--- config.mk ---
export PLATFORM = sky130hd
export DESIGN_NAME = booth_multiplier_param_flat
export DESIGN_NICKNAME = d
export VERILOG_FILES = /design/src/rtl/booth_multiplier_param_pkg.sv /design/src/rtl/booth_multiplier_param_if.sv /design/src/rtl/booth_multiplier_param_recoder.sv /design/src/rtl/booth_multiplier_param.sv /design/src/flat_wrapper.sv
export SDC_FILE = /design/constraint.sdc
export NUM_CORES = 1
export LEC_CHECK = 0
export BUFFER_PORTS_ARGS = -buffer_cell sky130_fd_sc_hd__clkbuf_2
export CELL_PAD_IN_SITES_DETAIL_PLACEMENT = 0
export CELL_PAD_IN_SITES_GLOBAL_PLACEMENT = 1
export CORE_ASPECT_RATIO = 1.25
export CORE_MARGIN = 2
export CORE_UTILIZATION = 46
export CTS_CLUSTER_DIAMETER = 30
export CTS_CLUSTER_SIZE = 20
export DETAILED_ROUTE_END_ITERATION = 8
export HOLD_SLACK_MARGIN = 0.08
export PLACE_DENSITY_LB_ADDON = 0.1
export SETUP_SLACK_MARGIN = 0.05
export SLEW_MARGIN = 30
export SYNTH_ARGS = -nofsm -noshare
export SYNTH_HDL_FRONTEND = slang
export SYNTH_SLANG_ARGS = --single-unit
--- constraint.sdc ---
create_clock -name clk -period 3.68 [get_ports clk]
set_input_delay 0.736 -clock clk [delete_from_list [all_inputs] [get_ports clk]]
set_output_delay 0.736 -clock clk [all_outputs]
set_load 0.01 [all_outputs]
--- src/rtl/booth_multiplier_param_pkg.sv ---
// Shared definitions for the parametrised serial-bus Booth multiplier.
//   state_e    : controller states, IDLE through OUT_LO
//   recode_e   : Booth digit selected for one iteration (0, +/-X, +/-2X)
//   iter_count : number of CALC cycles for a given width and radix
package booth_pkg;

   typedef enum logic [2:0] {
      IDLE   = 3'd0,
      LOAD_X = 3'd1,
      LOAD_Y = 3'd2,
      CALC   = 3'd3,
      OUT_HI = 3'd4,
      OUT_LO = 3'd5
   } state_e;

   typedef enum logic [2:0] {
      ZERO = 3'd0,
      PX   = 3'd1,
      P2X  = 3'd2,
      NX   = 3'd3,
      N2X  = 3'd4
   } recode_e;

   // Operands carry one extension bit, so radix-2 retires WIDTH+1 bits and
   // radix-4 retires ceil((WIDTH+1)/2) digit pairs.
   function automatic int iter_count(input int width, input int radix4);
      return (radix4 != 0) ? (width + 2) / 2 : width + 1;
   endfunction

endpackage

--- src/rtl/booth_multiplier_param_if.sv ---
// Operand/result bus of the Booth multiplier.
//   start       : request a multiplication (honoured only when idle)
//   signed_mode : 1 = two's complement operands, sampled with start
//   in_bus      : X on the first load cycle, Y on the second
//   out_bus     : product high half, then low half; 0 otherwise
//   done        : one-cycle strobe alongside the high half
//   busy        : operation in progress
// master = controller side, slave = multiplier side.
interface booth_multiplier_param_if #(parameter int WIDTH = 6);
   logic             start;
   logic             signed_mode;
   logic [WIDTH-1:0] in_bus;
   logic [WIDTH-1:0] out_bus;
   logic             done;
   logic             busy;

   modport master (output start, signed_mode, in_bus,
                   input  out_bus, done, busy);
   modport slave  (input  start, signed_mode, in_bus,
                   output out_bus, done, busy);
endinterface

--- src/rtl/booth_multiplier_param_recoder.sv ---
// Booth window recoder (purely combinational).
//   radix4 : 1 = 3-bit modified Booth window, 0 = 2-bit window in window[1:0]
//   window : {y[i+1], y[i], y[i-1]} (radix-4) or {-, y[i], y[i-1]} (radix-2)
//   nz     : an addend is required this iteration
//   neg    : the addend is subtracted
//   dbl    : the addend is 2X rather than X
module booth_recoder
   import booth_pkg::*;
(
   input  logic       radix4,
   input  logic [2:0] window,
   output logic       nz,
   output logic       neg,
   output logic       dbl
);

   recode_e code;

   always_comb begin
      code = ZERO;
      if (radix4) begin
         case (window)
            3'b001, 3'b010: code = PX;
            3'b011:         code = P2X;
            3'b100:         code = N2X;
            3'b101, 3'b110: code = NX;
            default:        code = ZERO;
         endcase
      end else begin
         case (window[1:0])
            2'b01:   code = PX;
            2'b10:   code = NX;
            default: code = ZERO;
         endcase
      end
   end

   assign nz  = (code != ZERO);
   assign neg = (code == NX)  || (code == N2X);
   assign dbl = (code == P2X) || (code == N2X);

endmodule

--- src/rtl/booth_multiplier_param.sv ---
// Parametrised sequential Booth multiplier on a shared WIDTH-bit bus.
//   clk   : system clock, rising edge
//   rst_n : asynchronous active-low reset, aborts any operation
//   bus   : slave side of booth_multiplier_param_if (start, signed_mode,
//           in_bus in; out_bus, done, busy out)
// Parameters: WIDTH (4..32) operand width, RADIX4 selects modified Booth.
// Flow: IDLE -start-> LOAD_X -> LOAD_Y -> CALC (ITER cycles) -> OUT_HI -> OUT_LO.
module booth_multiplier_param
   import booth_pkg::*;
#(
   parameter int WIDTH  = 6,
   parameter int RADIX4 = 0
)(
   input  logic                     clk,
   input  logic                     rst_n,
   booth_multiplier_param_if.slave  bus
);

   localparam int ITER = iter_count(WIDTH, RADIX4);
   localparam int XW   = WIDTH + 1;                      // extended operand
   localparam int AW   = WIDTH + 3;                      // room for +/-2X
   localparam int QW   = (RADIX4 != 0) ? 2 * ITER : XW;  // multiplier reg
   localparam int SH   = (RADIX4 != 0) ? 2 : 1;
   localparam int CW   = $clog2(ITER + 1);
   localparam logic [CW-1:0] LAST = CW'(ITER - 1);

   state_e           state_q, state_d;
   logic             sm_q, sm_d;
   logic [XW-1:0]    x_q, x_d;
   logic [AW-1:0]    a_q, a_d;
   logic [QW-1:0]    q_q, q_d;
   logic             qm1_q, qm1_d;
   logic [CW-1:0]    cnt_q, cnt_d;
   logic [WIDTH-1:0] out_q, out_d;
   logic             done_q, done_d;
   logic             busy_q, busy_d;

   // ---------------- Booth step ----------------
   logic [2:0]          window;
   logic                rec_nz, rec_neg, rec_dbl;
   logic [AW-1:0]       x_ext, mag, addend, sum;
   logic signed [AW+QW:0] shift_in, shifted;
   logic [AW-1:0]       a_shf;
   logic [QW-1:0]       q_shf;
   logic                qm1_shf;
   logic                ext_in;

   assign window = (RADIX4 != 0) ? {q_q[1], q_q[0], qm1_q}
                                 : {1'b0,   q_q[0], qm1_q};

   booth_recoder u_rec (
      .radix4 (RADIX4 != 0),
      .window (window),
      .nz     (rec_nz),
      .neg    (rec_neg),
      .dbl    (rec_dbl)
   );

   always_comb begin
      x_ext    = {{(AW-XW){x_q[XW-1]}}, x_q};
      mag      = rec_dbl ? {x_ext[AW-2:0], 1'b0} : x_ext;
      addend   = !rec_nz ? '0 : (rec_neg ? -mag : mag);
      sum      = a_q + addend;
      // {A,Q,q-1} shift as one signed vector so A's sign fills from the top
      shift_in = {sum, q_q, qm1_q};
      shifted  = shift_in >>> SH;
      a_shf    = shifted[AW+QW:QW+1];
      q_shf    = shifted[QW:1];
      qm1_shf  = shifted[0];
   end

   // Extension bit for an operand being loaded; mode was latched at start.
   assign ext_in = sm_q & bus.in_bus[WIDTH-1];

   // ---------------- datapath next-state ----------------
   always_comb begin
      sm_d  = sm_q;
      x_d   = x_q;
      a_d   = a_q;
      q_d   = q_q;
      qm1_d = qm1_q;
      cnt_d = cnt_q;
      case (state_q)
         IDLE:   if (bus.start) sm_d = bus.signed_mode;
         LOAD_X: x_d = {ext_in, bus.in_bus};
         LOAD_Y: begin
            q_d   = {{(QW-WIDTH){ext_in}}, bus.in_bus};
            a_d   = '0;
            qm1_d = 1'b0;
            cnt_d = '0;
         end
         CALC: begin
            a_d   = a_shf;
            q_d   = q_shf;
            qm1_d = qm1_shf;
            cnt_d = cnt_q + CW'(1);
         end
         default: ;
      endcase
   end

   // ---------------- FSM: next state ----------------
   always_comb begin
      state_d = state_q;
      case (state_q)
         IDLE:    if (bus.start) state_d = LOAD_X;
         LOAD_X:  state_d = LOAD_Y;
         LOAD_Y:  state_d = CALC;
         CALC:    if (cnt_q == LAST) state_d = OUT_HI;
         OUT_HI:  state_d = OUT_LO;
         OUT_LO:  state_d = IDLE;
         default: state_d = IDLE;
      endcase
   end

   // ---------------- FSM: registered outputs ----------------
   // Outputs are decoded from the next state so they line up with it. After
   // all ITER shifts the low QW bits of the product sit in Q and the rest in
   // A; a_d/q_d already hold the final value on the edge into OUT_HI and are
   // frozen afterwards.
   always_comb begin
      out_d  = '0;
      done_d = 1'b0;
      busy_d = (state_d != IDLE);
      case (state_d)
         OUT_HI: begin
            out_d  = {a_d[2*WIDTH-QW-1:0], q_d[QW-1:WIDTH]};
            done_d = 1'b1;
         end
         OUT_LO:  out_d = q_d[WIDTH-1:0];
         default: ;
      endcase
   end

   // ---------------- FSM: state and datapath registers ----------------
   always_ff @(posedge clk or negedge rst_n) begin
      if (!rst_n) begin
         state_q <= IDLE;
         sm_q    <= 1'b0;
         x_q     <= '0;
         a_q     <= '0;
         q_q     <= '0;
         qm1_q   <= 1'b0;
         cnt_q   <= '0;
         out_q   <= '0;
         done_q  <= 1'b0;
         busy_q  <= 1'b0;
      end else begin
         state_q <= state_d;
         sm_q    <= sm_d;
         x_q     <= x_d;
         a_q     <= a_d;
         q_q     <= q_d;
         qm1_q   <= qm1_d;
         cnt_q   <= cnt_d;
         out_q   <= out_d;
         done_q  <= done_d;
         busy_q  <= busy_d;
      end
   end

   assign bus.out_bus = out_q;
   assign bus.done    = done_q;
   assign bus.busy    = busy_q;

endmodule

--- src/flat_wrapper.sv ---
// flat-port wrapper written by rule: the top's interface ports become plain ports
module booth_multiplier_param_flat import booth_pkg::*;
#(
   parameter int WIDTH  = 6,
   parameter int RADIX4 = 0
)
  (clk, rst_n, bus_start, bus_signed_mode, bus_in_bus, bus_out_bus, bus_done, bus_busy);
  booth_multiplier_param_if #(.WIDTH(WIDTH)) bus_i ();
  input  logic clk;
  input  logic rst_n;
  input wire logic [$bits(bus_i.start)-1:0] bus_start;
  input wire logic [$bits(bus_i.signed_mode)-1:0] bus_signed_mode;
  input wire logic [$bits(bus_i.in_bus)-1:0] bus_in_bus;
  output wire logic [$bits(bus_i.out_bus)-1:0] bus_out_bus;
  output wire logic [$bits(bus_i.done)-1:0] bus_done;
  output wire logic [$bits(bus_i.busy)-1:0] bus_busy;
  assign bus_i.start = bus_start;
  assign bus_i.signed_mode = bus_signed_mode;
  assign bus_i.in_bus = bus_in_bus;
  assign bus_out_bus = bus_i.out_bus;
  assign bus_done = bus_i.done;
  assign bus_busy = bus_i.busy;
  booth_multiplier_param #(.WIDTH(WIDTH), .RADIX4(RADIX4)) u_core (.clk(clk), .rst_n(rst_n), .bus(bus_i));
endmodule
==> run metrics, run 1 <==
setup TNS=0 ps; CTS max path bufs=2; Worst-Margin Slew=772.8 ps; CP Launch Type=flop; Post-synth EDFFs=0; CTS tree=built; Worst Hold Margin=~410 ps; # nets final=256; Final Worst Setup Slack=687.3 ps; Static Leakage=1.097 nW; Area Growth Syn to Fin=8.653%; critical path class=flop to flop; most common cell in the netlist=dfrtp_1; post-synthesis compound-gate area fraction=between 15 and 20%; Hold Vio Cnt, Final=0; WL met3=114 um; synth warn=0; XOR/XNOR Fraction of Synth Area=4.065%; Max-Slew Margin vs Limit=48.29%; clock slew at the register clock pins of the worst setup and hold paths=70 ps; largest family of logic cells by synthesized area=compound AO/OA/AOI/OAI gates; share of the synthesized area in the top cell type=approximately 44%; post-synthesis register bit count=38; post-synthesis cell area=2155 um2; hpwl dp=3522 um; ANT cells=0; Post-CTS Resized=0; cell taking the most area after synthesis=dfrtp_1; vias=roughly 1600; Max Used Layer=met4; vias in the first global route=1582; Via density=5.646; clock sink count=38; Post-synth top cells=dfrtp_1 (38), nand2_1 (30), o21ai_0 (20); Port Buf Inserts=17; DR pass1 iterations=4; Pwr per Cell Area=slightly below 1000 nW/um2; GRT overflow=0; Clock Skew=~7.3 ps; register area share after synthesis=about 44%; reg2reg setup slack=690 ps; all-layer global routing usage=between 20% and 30%; worst slack at placement=around 720 ps; Initial Util=48.32%; Total Wirelength=4793 um; crit end category=flop; worst hold path type=input port to asynchronous set/reset pin; status=finished, final reports clean; critical path arrival=between 3000 and 4000 ps; CTS root buffer=clkbuf_8; DRT iter0 DRCs=145; CP Max Fanout=10; Die ar.=5251 um2; Setup Fix Bufs, Post-CTS=0; drt drc=0; Core Area=roughly 4500 um2; setup violators final=0; Netlist cell types=45; RD Place Congestion=0.8725; post-synthesis mux area share=7.201%; Synth Flop Type=dfrtp_1; largest cells by area after synthesis=dfrtp_1 (44%), ha_1 (7.0%), nand2_1 (5.2%); first-pass GRT wire length=7907 um; number of core rows=27; Crit path required time=3830 ps; initial antenna violation count=0; Syn Area/Cell=9.838 um2; Met1 Wirelength=between 2000 and 2500 um; Pins Over Slew Limit=0; Simple-Gate Fraction of Synth Area=between 15 and 20%; max cap viols=0; RSZ-0062 raised after global routing=no; Max Fclk=334.2 MHz; hold_buf cts=0; final worst-path cycle share=81.32%; Die X=65.22 um; Peak VDD IR=0.4705 mV; antenna-violating nets left=0; htree depth=2; cts bufs inserted=5; share of flip-flops with an asynchronous set or reset=100.0%; largest net degree at the start of global routing=39; Net Count, Synth=about 240; Die Height=roughly 80 um; Layout Utilization=a little over half; total power=0.002326 W; WL met2=2333 um; WL/cell=16.47 um; layout cell share with drive strength beyond 1=roughly 14%; I/O Pins=18; post-route minimum period=2993 ps; Adder-Cell Fraction of Synth Area=7.898%; clk_lat worst skew=290 ps; Post-Syn Instances=about 220
-- state kept, by name, indices dropped and copies added (netlist names) --
register	cells
u_core.bus.done	1
u_core.cnt_q	3
u_core.state_q	3
u_core.q_q	7
u_core.x_q	7
u_core.bus.out_bus	6
u_core.qm1_q	1
u_core.a_q	8
u_core.bus.busy	1
u_core.sm_q	1
-- layer usage --
layer	global-route usage, %	vias up
li1	-	804
met1	27.25	813
met2	31.53	22
met3	3.782	4
met4	8.333	0
met5	0	-
-- final timing paths --
kind | start | cells past startpoint | endpoint
hold reg to reg | u_core.a_q[2] | 1 | u_core.a_q[2]
max in group asynchronous | rst_n | 1 | u_core.bus.out_bus[4]
min in group clk | u_core.a_q[2] | 1 | u_core.a_q[2]
setup reg to reg | u_core.q_q[0] | 12 | u_core.a_q[5]
hold / removal | rst_n | 1 | u_core.a_q[5]
setup / recovery | u_core.q_q[0] | 12 | u_core.a_q[5]
-- worst max-delay path, cell delays in order (launching register included) --
cell and delay [ps]:
dfrtp_1 420, ha_1 480, nand2_1 80, a211o_1 330, nand2_1 90, xor2_1 160
nor2_1 70, ha_1 330, o21ai_0 280, o21bai_1 120, a21oi_1 230, xor2_1 180
o31ai_1 80
-- power by group --
part / switching [W] / total, W / internal (W) / leakage [nW]
registers: 0.000170 / 0.000766 / 0.000596 / 0.475
logic: 0.000740 / 0.00128 / 0.000542 / 0.584
clock network: 0.000148 / 0.000278 / 0.000130 / 0.0373
-- layout make-up --
| cell class | instances | area (um2) |
|---|---|---|
| Clock buffer | 6 | 72.57 |
| Clock inverter | 1 | 7.507 |
| Fill cell | 425 | 2118 |
| Inverter | 8 | 30.03 |
| Multi-Input combinational cell | 163 | 1120 |
| Sequential cell | 38 | 950.9 |
| Tap cell | 58 | 72.57 |
| Timing Repair Buffer | 17 | 87.58 |
-- logic make-up (layout without fill, tap and decap cells) --
group           Yosys count  count (layout)
simple gates             69              69
buf+inv                  18              32
xor+xnor                 10              10
flops                    38              38
mux                      15              15
fa+ha+maj                13              13
compound gates           56              56
-- through the flow --
stage | area [um2] | instances
after global routing | 2341 | 291
final | 2341 | 291
after floorplan | 2155 | 219
after global placement | 2258 | 284
after detailed placement | 2258 | 284
after CTS | 2338 | 291
-- cell usage in the layout (no fill, tap or decap), types with 3 or more instances in the layout --
cell type,n
dfrtp_1,38
nand2_1,30
o21ai_0,20
nor2_1,16
clkbuf_2,16
ha_1,12
mux2i_1,11
inv_1,8
xor2_1,6
a21oi_1,6
a32o_1,5
clkbuf_8,5
xnor2_1,4
a211oi_1,4
a21o_1,4
nand3_1,4
mux2_2,4
o31ai_1,3
nor3b_1,3
(Power assumes the default switching activity.)
==> run 2, diff against run 1 <==
==> constraint.sdc (replaced) <==
create_clock -name clk -period 3.05 [get_ports clk]
set_input_delay 0.61 -clock clk [delete_from_list [all_inputs] [get_ports clk]]
set_output_delay 0.61 -clock clk [all_outputs]
set_load 0.01 [all_outputs]
==> run 2 against run 1 <==
Effect of this change: combinational power increased by 26%; register-to-register slack got worse by 420 ps; clock-buffer cell count decreased by 1; routed wire length about the same; critical path depth decreased by 1; total power increased by 30%; sequential share of layout area decreased by 1.7 points; worst hold slack got worse by 130 ps; setup slack got worse by 420 ps.
==> run metrics, run 2 (synthesis results as in run 1) <==
critical path class=flop to flop; I/O Pins=18 (unchanged); first-pass GRT wire length=8307 um (+5.1%); CTS max path bufs=2 (unchanged); Crit path required time=3220 ps (-610 ps); Max-Slew Margin vs Limit=60.39% (+12 points); clock sink count=38 (unchanged); Die ar.=5251 um2 (unchanged); RSZ-0062 raised after global routing=no; Pins Over Slew Limit=0 (unchanged); number of core rows=27 (unchanged); setup violators final=0 (unchanged); biggest regs=u_core.a_q: 8 flops, u_core.q_q: 7 flops, u_core.x_q: 7 flops; Biggest register=u_core.a_q; Die X=65.22 um (unchanged); Pwr per Cell Area=1243 nW/um2 (+25%); Clock Skew=7.120 ps (-0.1877 ps); post-route minimum period=2778 ps (-215.0 ps); setup TNS=0 ps (unchanged); WL/cell=16.20 um (-1.6%); clk_lat worst skew=290 ps (about the same); Via density=5.564 (-1.4%); Peak VDD IR=0.5654 mV (+20%); Max Fclk=360.0 MHz (+7.7%); Port Buf Inserts=17 (unchanged); Fillers=434 (+2.1%); commonest non-fill, non-tap cell in the layout=dfrtp_1; Area Growth Syn to Fin=13.30%; Largest register FFs=8 (unchanged); CP Max Fanout=5 (-5); ANT cells=0 (unchanged); worst hold path type=input port to asynchronous set/reset pin; largest net degree at the start of global routing=39 (unchanged); all-layer global routing usage=20.75% (+0.63 points); status=finished, final reports clean; Total Wirelength=4795 um (about the same); Die Height=80.52 um (unchanged); CTS tree=built; DR pass1 iterations=4 (unchanged); Hold Vio Cnt, Final=0 (unchanged); htree depth=2 (unchanged); CP Launch Type=flop; max cap viols=0 (unchanged); vias=1647 (+0.24%); Static Leakage=1.148 nW (+4.7%); CTS root buffer=clkbuf_8; Post-Place Cells=288 (+1.4%); final worst-path cycle share=91.07% (+9.7 points); initial antenna violation count=0 (unchanged); cts bufs inserted=5 (unchanged); vias in the first global route=1719 (+8.7%); GRT overflow=0 (unchanged); Post-Layout Cell Count=296 (+1.7%); Worst-Margin Slew=592.9 ps (-179.9 ps); Core Area=4459 um2 (unchanged); RD Place Congestion=0.8673 (-0.60%); antenna-violating nets left=0 (unchanged); crit end category=flop; commonest cells after routing, fill and taps aside=dfrtp_1 (38), nand2_1 (30), o21ai_0 (20), nor2_1 (16), clkbuf_2 (16); clock slew at the register clock pins of the worst setup and hold paths=80 ps (about the same); drt drc=0 (unchanged); Initial Util=48.32% (unchanged); DRT iter0 DRCs=85 (-41%); hpwl dp=3551 um (+0.84%); critical path arrival=2950 ps (-200 ps); # nets final=260 (+1.6%); layout cell share with drive strength beyond 1=16.39% (+2.7 points); Worst Hold Margin=276.3 ps (-134.4 ps)
[run 2: changes by cell type in the layout (fill, tap and decap cells not counted), sizes merged]
cell	delta
clkbuf	-1
bufinv	+2
buf	+4
clkinvlp	-1
clkinv	+1
[run 2: timing repair]
action	CTS	global route
endpoints found under the hold margin	0	0
setup buffers	0	0
setup endpoints to repair	0	3
hold buffers	0	0
resized for setup	0	2
[run 2: path summary, 6_finish.rpt]
path	slack (ps)	cells past startpoint	startpoint	end
worst max register to register	270	11	u_core.q_q[0]	u_core.a_q[6]
worst min register to register	490	1	u_core.a_q[2]	u_core.a_q[2]
max in group asynchronous	2430	1	rst_n	u_core.a_q[5]
worst max-delay path	270	11	u_core.q_q[0]	u_core.a_q[6]
worst min-delay path	280	1	rst_n	u_core.a_q[7]
min in group clk	490	1	u_core.a_q[2]	u_core.a_q[2]
[run 2: critical path, cell delays in order, from the launching register on]
cell and delay (ps):
dfrtp_1 450, ha_4 300, nand2_1 40, a211o_1 330
o31ai_1 260, xor2_1 170, nor2_1 60, ha_1 340
a21o_1 200, a31oi_1 200, mux2i_1 220, nand3_1 90
[run 2: per-layer routing]
| layer | GRT usage (%) | share of wire, % |
|---|---|---|
| met3 | 2.941 | 1.7 |
| met2 | 36.43 | 50 |
| met4 | 5.417 | 1.1 |
| met1 | 26.64 | 47 |
| met5 | 0 | 0 |
[run 2: final cells by class]
class	instances	area, um2	share of cell area (%)
Tap cell	58	72.57	2.973
Multi-Input combinational cell	163	1132	46.39
Inverter	8	30.03	1.230
Clock buffer	5	68.82	2.819
Sequential cell	38	950.9	38.95
Timing Repair Buffer	21	117.6	4.818
Clock inverter	3	68.82	2.819
[run 2: report_power, final]
group          leakage [nW]  internal, W  switching [W]
registers             0.475     0.000719       0.000187
clock network        0.0683     0.000328       0.000194
logic                 0.604     0.000694       0.000911
[run 2: through the flow]
stage / total power, W / area [um2] / utilization [%] / setup slack, ps
after floorplan: 0.002125 / 2155 / - / 394.7
after global placement: 0.002460 / 2288 / 51.32 / 294.4
after detailed placement: 0.002506 / 2288 / 51.32 / 164.3
after CTS: 0.003035 / 2426 / 54.41 / 130.7
after global routing: 0.003316 / 2441 / 54.74 / 96.79
final: 0.003033 / 2441 / 54.74 / 272.3
==> run 3, diff against run 2 <==
--- a/config.mk
+++ b/config.mk
@@ -8,7 +8,6 @@
 export BUFFER_PORTS_ARGS = -buffer_cell sky130_fd_sc_hd__clkbuf_2
 export CELL_PAD_IN_SITES_DETAIL_PLACEMENT = 0
 export CELL_PAD_IN_SITES_GLOBAL_PLACEMENT = 1
-export CORE_ASPECT_RATIO = 1.25
 export CORE_MARGIN = 2
 export CORE_UTILIZATION = 46
 export CTS_CLUSTER_DIAMETER = 30
==> run 3 against run 2 <==
Effect of this change: sequential power increased by 4.1%; sequential share of layout area is 1.1 points higher; worst hold slack better by 150 ps; non-clock buffer count is 2 lower; setup slack worse by 46 ps; sequential cell count is the same; routed wire length shrank 2.0%; critical path type unchanged.
==> run metrics, run 3 (synthesis results as in run 1) <==
biggest regs=u_core.a_q: 8 flops, u_core.q_q: 7 flops, u_core.x_q: 7 flops; RD Place Congestion=0.7985 (-7.9%); final worst-path cycle share=92.59% (+1.5 points); commonest cells after routing, fill and taps aside=dfrtp_1 (38), nand2_1 (30), o21ai_0 (19), nor2_1 (16), clkbuf_2 (16); # nets final=258 (-0.77%); post-route minimum period=2824 ps (+46.28 ps); setup TNS=0 ps (unchanged); Core Area=4444 um2 (-0.34%); Die ar.=5248 um2 (about the same); Max Fclk=354.1 MHz (-1.6%); GRT overflow=0 (unchanged); clock sink count=38 (unchanged); Initial Util=48.48% (+0.16 points); crit-path most repeated cell=nand2_1; drt drc=0 (unchanged); Worst Hold Margin=428.2 ps (+151.9 ps); Crit path required time=3200 ps (-20 ps); htree depth=2 (unchanged); Via density=5.705 (+2.5%); vias in the first global route=1696 (-1.3%); ANT cells=0 (unchanged); Clock Skew=5.828 ps (-1.293 ps); critical path arrival=2980 ps (+30 ps); Max-Slew Margin vs Limit=42.36% (-18 points); CP Buf/Inv Count=1 (+1); DRT iter0 DRCs=100 (+18%); hold_buf cts=0 (unchanged); CTS tree=built; Worst-Margin Slew=864.7 ps (+271.8 ps); first-pass GRT wire length=8355 um (+0.58%); CP Max Fanout=11 (+6); DR pass1 iterations=4 (unchanged); I/O Pins=18 (unchanged); Port Buf Inserts=17 (unchanged); clk_lat worst skew=280 ps (about the same); Slowest cell on crit path=dfrtp_1; crit end category=flop; setup violators final=0 (unchanged); Setup Fix Bufs, Post-CTS=0 (unchanged); Peak VDD IR=0.5789 mV (+2.4%); CP Launch Type=flop; Largest stage delay, worst path=400 ps (-50 ps); Largest register FFs=8 (unchanged); initial antenna violation count=0 (unchanged); all-layer global routing usage=20.88% (+0.13 points); RSZ-0062 raised after global routing=no; max cap viols=0 (unchanged); antenna-violating nets left=0 (unchanged); cts bufs inserted=5 (unchanged); worst hold path type=input port to asynchronous set/reset pin; commonest non-fill, non-tap cell in the layout=dfrtp_1; largest net degree at the start of global routing=39 (unchanged); vias=1643 (-0.24%); crit path cell chain=inv_1 > ha_2 > nand2_1 > a211o_1 > nand2_1 > xor2_1 > nor2_1 > ha_1 > a211oi_1 > o211ai_1 > nand2_1 > mux2i_1 > o2111ai_1; Die X=72.44 um (+11%); status=finished, final reports clean; Biggest register=u_core.a_q; CTS max path bufs=2 (unchanged); Post-CTS Resized=0 (unchanged); Total Wirelength=4699 um (-2.0%); Hold Vio Cnt, Final=0 (unchanged); CTS root buffer=clkbuf_8; Static Leakage=1.119 nW (-2.5%); critical path class=flop to flop; delay-heaviest family, CP=compound AO/OA/AOI/OAI gates; WL/cell=16.32 um (+0.72%); Pins Over Slew Limit=0 (unchanged); Pwr per Cell Area=1225 nW/um2 (-1.4%); total power=0.002909 W (-4.1%); Die Height=72.44 um (-10%); layout cell share with drive strength beyond 1=14.83% (-1.6 points); Area Growth Syn to Fin=10.22%; clock slew at the register clock pins of the worst setup and hold paths=80 ps (about the same); hpwl dp=3486 um (-1.8%); number of core rows=24 (-11%)
==> run 3: changes by cell type in the layout (fill, tap and decap cells not counted) <==
cell | previous run | this run
buf_2 | 0 | 1
buf_4 | 5 | 2
bufinv_16 | 2 | 1
clkbuf_1 | 0 | 2
clkinv_4 | 1 | 0
ha_2 | 0 | 1
ha_4 | 1 | 0
o21ai_0 | 20 | 19
o21ai_1 | 2 | 3
==> run 3: path summary, 6_finish.rpt <==
kind | end | slack, ps | from | cells past startpoint
setup / recovery | u_core.a_q[7] | 230 | u_core.qm1_q | 13
hold / removal | u_core.a_q[6] | 430 | rst_n | 1
setup reg to reg | u_core.a_q[7] | 230 | u_core.qm1_q | 13
hold reg to reg | u_core.a_q[4] | 500 | u_core.a_q[4] | 2
max in group asynchronous | u_core.bus.out_bus[0] | 2070 | rst_n | 1
min in group clk | u_core.a_q[4] | 500 | u_core.a_q[4] | 2
==> run 3: routing by layer <==
metal / vias to the layer above / GRT usage [%] / share of wire, %
met4: 0 / 5.761 / 1.0
li1: 807 / - / -
met3: 5 / 3.611 / 2.9
met5: - / 0 / 0
met2: 22 / 33.94 / 50
met1: 809 / 28.99 / 46
==> run 3: area by class of cell <==
class | count | area (um2)
Fill cell | 423 | 2069
Multi-Input combinational cell | 163 | 1122
Sequential cell | 38 | 950.9
Timing Repair Buffer | 19 | 100.1
Clock buffer | 7 | 76.32
Tap cell | 52 | 65.06
Clock inverter | 1 | 30.03
Inverter | 8 | 30.03
==> run 3: metrics by stage <==
step / cells / utilization (%) / instance area [um2] / setup WS (ps)
final: 288 / 53.43 / 2375 / 226.0
after floorplan: 219 / - / 2155 / 394.7
after global placement: 280 / 50.99 / 2266 / 305.0
after detailed placement: 280 / 50.99 / 2266 / 170.5
after CTS: 288 / 53.38 / 2372 / 139.7
after global routing: 288 / 53.43 / 2375 / 54.53
==> run 3: where the power goes <==
part | switching [W] | leakage (nW) | total [W] | internal [W]
clock | 0.000173 | 0.0524 | 0.000418 | 0.000245
combinational | 0.000873 | 0.592 | 0.00155 | 0.000675
sequential | 0.000224 | 0.475 | 0.000943 | 0.000719
total | 0.00127 | 1.12 | 0.00291 | 0.00164
